$ cat src/rtl/temp_stack_if.sv
// temp_stack_if: command/data bundle between the control unit and temp_stack.
// Optional macro TEMP_STACK_STICKY_ERR_EN adds the err_clr line.
//
// Handshake: no valid/ready pair. A command (push, pop, loadTemp) is taken
// on every rising edge where it is asserted. The slave's outputs are all
// registered, so they always show the state after the last edge.
interface temp_stack_if #(
  parameter int WIDTH = 16,
  parameter int DEPTH = 8
);
  localparam int CW = $clog2(DEPTH + 1);

  logic             push;
  logic             pop;
  logic             loadTemp;
  logic [WIDTH-1:0] entrada;
  logic [WIDTH-1:0] saida;
  logic [CW-1:0]    count;
  logic             empty;
  logic             full;
  logic             erro;
`ifdef TEMP_STACK_STICKY_ERR_EN
  logic             err_clr;
`endif

  modport master (
    output push, pop, loadTemp, entrada,
`ifdef TEMP_STACK_STICKY_ERR_EN
    output err_clr,
`endif
    input  saida, count, empty, full, erro
  );

  modport slave (
    input  push, pop, loadTemp, entrada,
`ifdef TEMP_STACK_STICKY_ERR_EN
    input  err_clr,
`endif
    output saida, count, empty, full, erro
  );
endinterface

$ cat src/rtl/temp_stack.sv
// temp_stack: LIFO of DEPTH temporaries with a registered top-of-stack.
// Commands in priority order: replace (push&pop or loadTemp), push, pop.
// Overflow/underflow are refused and reported on erro.
// Optional macro TEMP_STACK_STICKY_ERR_EN: erro is sticky until reset or
// err_clr, and a new error on the same edge wins over err_clr.
// DEPTH must be at least 2.
module temp_stack #(
  parameter int WIDTH = 16,
  parameter int DEPTH = 8
) (
  input  logic         clk,
  input  logic         reset,
  temp_stack_if.slave  bus
);
  localparam int CW = $clog2(DEPTH + 1);
  localparam int AW = $clog2(DEPTH);

  logic [WIDTH-1:0] mem_q [DEPTH];
  logic [WIDTH-1:0] mem_d [DEPTH];
  logic [WIDTH-1:0] saida_q, saida_d;
  logic [CW-1:0]    count_q, count_d;
  logic             empty_q, empty_d;
  logic             full_q, full_d;
  logic             erro_q, erro_d;

  logic             do_replace;
  logic             illegal;
  logic [CW-1:0]    cnt_m1;
  logic [CW-1:0]    cnt_m2;
  logic [AW-1:0]    wr_idx;
  logic [AW-1:0]    top_idx;
  logic [AW-1:0]    below_idx;

  // Index arithmetic; every use is guarded by the full/empty/count checks
  // below, so the truncation to AW bits never drops a meaningful bit.
  assign cnt_m1    = count_q - CW'(1);
  assign cnt_m2    = count_q - CW'(2);
  assign wr_idx    = AW'(count_q);
  assign top_idx   = AW'(cnt_m1);
  assign below_idx = AW'(cnt_m2);

  // Decode the command and compute the next stack contents, top and flags.
  always_comb begin
    mem_d      = mem_q;
    count_d    = count_q;
    saida_d    = saida_q;
    illegal    = 1'b0;
    do_replace = (bus.push & bus.pop) | bus.loadTemp;

    if (do_replace) begin
      if (count_q != '0) begin
        mem_d[top_idx] = bus.entrada;
      end else begin
        mem_d[wr_idx] = bus.entrada;
        count_d       = count_q + CW'(1);
      end
      saida_d = bus.entrada;
    end else if (bus.push) begin
      if (!full_q) begin
        mem_d[wr_idx] = bus.entrada;
        count_d       = count_q + CW'(1);
        saida_d       = bus.entrada;
      end else begin
        illegal = 1'b1;
      end
    end else if (bus.pop) begin
      if (!empty_q) begin
        // The popped entry is left in place; only the count moves.
        count_d = cnt_m1;
        saida_d = (count_q > CW'(1)) ? mem_q[below_idx] : '0;
      end else begin
        illegal = 1'b1;
      end
    end

    empty_d = (count_d == '0);
    full_d  = (count_d == CW'(DEPTH));

`ifdef TEMP_STACK_STICKY_ERR_EN
    erro_d = illegal | (erro_q & ~bus.err_clr);
`else
    erro_d = illegal;
`endif
  end

  // State registers; synchronous reset clears everything including storage.
  always_ff @(posedge clk) begin
    if (reset) begin
      mem_q   <= '{default: '0};
      saida_q <= '0;
      count_q <= '0;
      empty_q <= 1'b1;
      full_q  <= 1'b0;
      erro_q  <= 1'b0;
    end else begin
      mem_q   <= mem_d;
      saida_q <= saida_d;
      count_q <= count_d;
      empty_q <= empty_d;
      full_q  <= full_d;
      erro_q  <= erro_d;
    end
  end

  assign bus.saida = saida_q;
  assign bus.count = count_q;
  assign bus.empty = empty_q;
  assign bus.full  = full_q;
  assign bus.erro  = erro_q;
endmodule

$ cat src/flat_wrapper.sv
// flat-port wrapper written by rule: the top's interface ports become plain ports
module temp_stack_flat 
#(
  parameter int WIDTH = 16,
  parameter int DEPTH = 8
)
  (clk, reset, bus_push, bus_pop, bus_loadTemp, bus_entrada, bus_saida, bus_count, bus_empty, bus_full, bus_erro);
  temp_stack_if #(.WIDTH(WIDTH), .DEPTH(DEPTH)) bus_i ();
  input  logic clk;
  input  logic reset;
  input wire logic [$bits(bus_i.push)-1:0] bus_push;
  input wire logic [$bits(bus_i.pop)-1:0] bus_pop;
  input wire logic [$bits(bus_i.loadTemp)-1:0] bus_loadTemp;
  input wire logic [$bits(bus_i.entrada)-1:0] bus_entrada;
  output wire logic [$bits(bus_i.saida)-1:0] bus_saida;
  output wire logic [$bits(bus_i.count)-1:0] bus_count;
  output wire logic [$bits(bus_i.empty)-1:0] bus_empty;
  output wire logic [$bits(bus_i.full)-1:0] bus_full;
  output wire logic [$bits(bus_i.erro)-1:0] bus_erro;
  assign bus_i.push = bus_push;
  assign bus_i.pop = bus_pop;
  assign bus_i.loadTemp = bus_loadTemp;
  assign bus_i.entrada = bus_entrada;
  assign bus_saida = bus_i.saida;
  assign bus_count = bus_i.count;
  assign bus_empty = bus_i.empty;
  assign bus_full = bus_i.full;
  assign bus_erro = bus_i.erro;
  temp_stack #(.WIDTH(WIDTH), .DEPTH(DEPTH)) u_core (.clk(clk), .reset(reset), .bus(bus_i));
endmodule
$ cat config.mk
export PLATFORM = sky130hd
export DESIGN_NAME = temp_stack_flat
export DESIGN_NICKNAME = d
export VERILOG_FILES = /design/src/rtl/temp_stack_if.sv /design/src/rtl/temp_stack.sv /design/src/flat_wrapper.sv
export SDC_FILE = /design/constraint.sdc
export NUM_CORES = 1
export LEC_CHECK = 0
export CAP_MARGIN = 20
export CORE_MARGIN = 3
export CORE_UTILIZATION = 54
export CTS_CLUSTER_DIAMETER = 40
export DETAILED_ROUTE_END_ITERATION = 10
export HOLD_SLACK_MARGIN = 0.1
export PLACE_DENSITY = 0.77
export RECOVER_POWER = 25
export SLEW_MARGIN = 20
export SYNTH_ARGS = -nofsm -noshare
export SYNTH_HDL_FRONTEND = slang
export SYNTH_SLANG_ARGS = --single-unit
$ cat constraint.sdc
create_clock -name clk -period 6.1 [get_ports clk]
set_input_delay 0.61 -clock clk [delete_from_list [all_inputs] [get_ports clk]]
set_output_delay 0.61 -clock clk [all_outputs]
set_load 0.02 [all_outputs]
==> impl_metrics.tcl <==
set metrics [dict create \
    layout_min_cycle_time_ns 4.01 \
    numPortBuffers 43 \
    ys.warnings.count 0 \
    clockRootBuffer "clkbuf_16" \
    worstMarginPinSlew_ns 1.61 \
    drt-total-wl_mm 16.0 \
    leakage_nw 3.28 \
    antenna_found_initial 0 \
    num_vias 5109 \
    initial_core_util 0.558 \
    path_clk_slew_ns 0.06 \
    cpPeakStageDelay_ns 1.27 \
    numCtsBuffers 17 \
    netlist_instances 676 \
    synth_area_sq_um 7100 \
    pin_count 44 \
    cp-start-kind "flop" \
    ys_ff_latch 151 \
    power.density_nw_per_um2 446 \
    post_route_cells_drive_above_1_share 0.116 \
    firstDrtPassIters 5 \
    dieArea_sq_um 14600 \
    worstPathCellList "buf_4 > inv_1 > ha_1 > xor2_1 > nor4_1 > o21ai_0 > buf_4 > mux2i_1 > nor2_1" \
    wire_per_inst_microns 18.5 \
    cp.required_ns 6.38 \
    cts_buffer_depth 2 \
    grt_pass1_wl_mm 26.0 \
    fmax_ghz 0.250 \
    drv_slew 43 \
    violations "capacitance limit, slew limit" \
    die_x_microns 121 \
    hold_viol 0 \
    crit_top_cell "buf_4" \
    fin_ws_ns 2.09 \
    cts_resized 0 \
    cts_tree "built" \
    hpwl_mm 9.61 \
    stdcell_count 863 \
    pre_cts_ws_ns 2.68 \
    antennaDiodeCount 0 \
    skew_ns 0.0114 \
    ir_drop_v 0.000200 \
    grt_max_degree 87 \
    cp_slowest_cell "o21ai_0" \
    path_max_fanout 40 \
    cp_data_arrival_time_ns 4.29 \
    post_cts.repair.setup_buffers 0 \
    nFillCells 1059 \
    setup_viol 0 \
    end_kind "flop" \
    path_depth 9 \
    rows 41 \
    slew_headroom -0.0825 \
    cts_sinks 151 \
    grtUsageTotal 0.229 \
    tns_ns 0 \
    status "finished with violations" \
    drv_cap 3 \
    cp-startpoint "u_core.bus.count[1]" \
    yosysSeqAreaShare 0.426 \
    crit_family "compound AO/OA/AOI/OAI gates" \
    whs_path_depth 2 \
    crit_type "flop to flop" \
    hold_path_class "flop to flop" \
    core_area_sq_um 12700 \
    die_h_microns 121 \
    nets 707 \
    synth_nets 705 \
    post-route-period-util 0.657 \
    clk_latency_ns 0.43 \
    timing.rr.start "u_core.bus.count[1]" \
    route.antenna.remaining_nets 0 \
    critPathBufInv 3 \
    grt_setup_unrepaired "false" \
    avgSynthCellArea_sq_um 10.5 \
    place_congestion 0.852 \
    rr_worst_depth 9 \
    area_growth_pct 12.2 \
    vias_per_cell 5.92 \
    dpl_cell_area_sq_um 7400 \
    stdcell_area_sq_um 7970 \
    htreeDepth 4 \
    grt-ovfl-total 0 \
    grt_pass1_vias 4933 \
    drc_errors 0 \
    drt_iter0_drc 391 \
    hold_path_startpoint "u_core.bus.saida[9]" \
    yosys.cell_types.count 47 \
    cts_hold_buf 0 \
    place_inst 831 \
]
## cell usage after synthesis (all sizes together)
cell type | count | area (sq um)
nand4 | 7 | 43.8
o31ai | 1 | 7.51
mux2i | 145 | 1450
and4b | 1 | 10.0
ha | 8 | 100
o211a | 2 | 20.0
buf | 33 | 288
mux2 | 1 | 11.3
a21oi | 11 | 96.4
dfxtp | 151 | 3020
a211o | 1 | 8.76
a21o | 6 | 45.0
a211oi | 16 | 120
o21ai | 3 | 22.5
a32oi | 1 | 8.76
or4bb | 1 | 11.3
nand3 | 1 | 5.00
nor2b | 3 | 18.8
xor2 | 1 | 8.76
a32o | 1 | 10.0
o211ai | 5 | 37.5
mux4 | 32 | 721
nor4 | 2 | 12.5
a221oi | 1 | 15.0
nor2 | 168 | 631
or3b | 1 | 8.76
nand2b | 3 | 18.8
nand3b | 2 | 15.0
clkbuf | 34 | 129
and2 | 1 | 6.26
nor3 | 19 | 95.1
a41o | 1 | 10.0
inv | 3 | 11.3
xnor2 | 2 | 17.5
nor3b | 4 | 41.3
a311oi | 1 | 8.76
nand2 | 2 | 7.51
or2 | 1 | 6.26
## final cells by class
cell class | instances | area [sq um] | share of cell area
Clock inverter | 11 | 121 | 0.0152
Clock buffer | 21 | 470 | 0.0590
Tap cell | 172 | 215 | 0.0270
Inverter | 3 | 11.3 | 0.00141
Sequential cell | 151 | 3020 | 0.379
Timing Repair Buffer | 50 | 473 | 0.0593
Multi-Input combinational cell | 455 | 3650 | 0.459
## worst min-delay path: cells and delay by family (launching register included)
family / cells / cell delay [ns]
flops: 1 / 0.31
simple gates: 2 / 0.14
## flip-flops by register name, indices dropped and copies added (netlist names)
signal            flops
u_core.bus.saida     16
u_core.bus.erro       1
u_core.mem_q        128
u_core.bus.count      4
u_core.bus.empty      1
u_core.bus.full       1
## power by group
| part | internal, mW | total, mW | switching, mW |
|---|---|---|---|
| Combinational | 0.558 | 1.26 | 0.700 |
| Sequential | 1.16 | 1.25 | 0.0943 |
| Clock | 0.634 | 1.04 | 0.409 |
## routing by layer
layer | vias to the layer above | wire, microns | track usage
met5 | - | 0 | 0
met4 | 0 | 271 | 0.0751
met3 | 25 | 871 | 0.0585
met2 | 143 | 7480 | 0.351
met1 | 2564 | 7340 | 0.317
li1 | 2377 | - | -
## cells in the final DEF (no fill, tap or decap), types with 3 or more instances in the layout
cell               n
buf_4              6
a211oi_1          16
dlygate4sd3_1     23
clkbuf_8           3
nand4_1            7
mux2i_1          145
nor3_1            19
clkbuf_1           3
o211ai_1           5
a21oi_4            3
a21oi_1            6
a21o_1             6
inv_1              3
ha_1               8
nor3b_1            3
clkinv_2           4
clkdlybuf4s50_1   19
clkbuf_16         17
nor2_1           168
dfxtp_1          150
nor2b_1            3
mux4_2            32
nand2b_1           3
## path summary, 6_finish.rpt
path / slack, ns / end
max: 2.09 / u_core.mem_q[118]
min: 0.49 / u_core.bus.saida[9]
max reg2reg: 2.09 / u_core.mem_q[118]
min reg2reg: 0.49 / u_core.bus.saida[9]
## cells by family (layout without fill, tap and decap cells)
logic type	after synthesis	after routing	share of synthesized area
AOI/OAI and AO/OA	50	50	0.0578
xor gates and xnor gates	3	3	0.00370
adders and majority gates	8	8	0.0141
buffers and inverters	70	85	0.0603
DFF	151	151	0.426
muxes	178	178	0.307
and+or+nand+nor	216	216	0.131
## stage by stage
stage               total power [mW]  hold slack (ns)   util
finish                          3.55            0.488  0.626
floorplan                       2.27            0.455      -
global route                    3.73            0.512  0.626
detailed placement              2.53            0.480  0.581
global placement                2.49            0.467  0.581
CTS                             3.58            0.494  0.628
(Power assumes the default switching activity.)
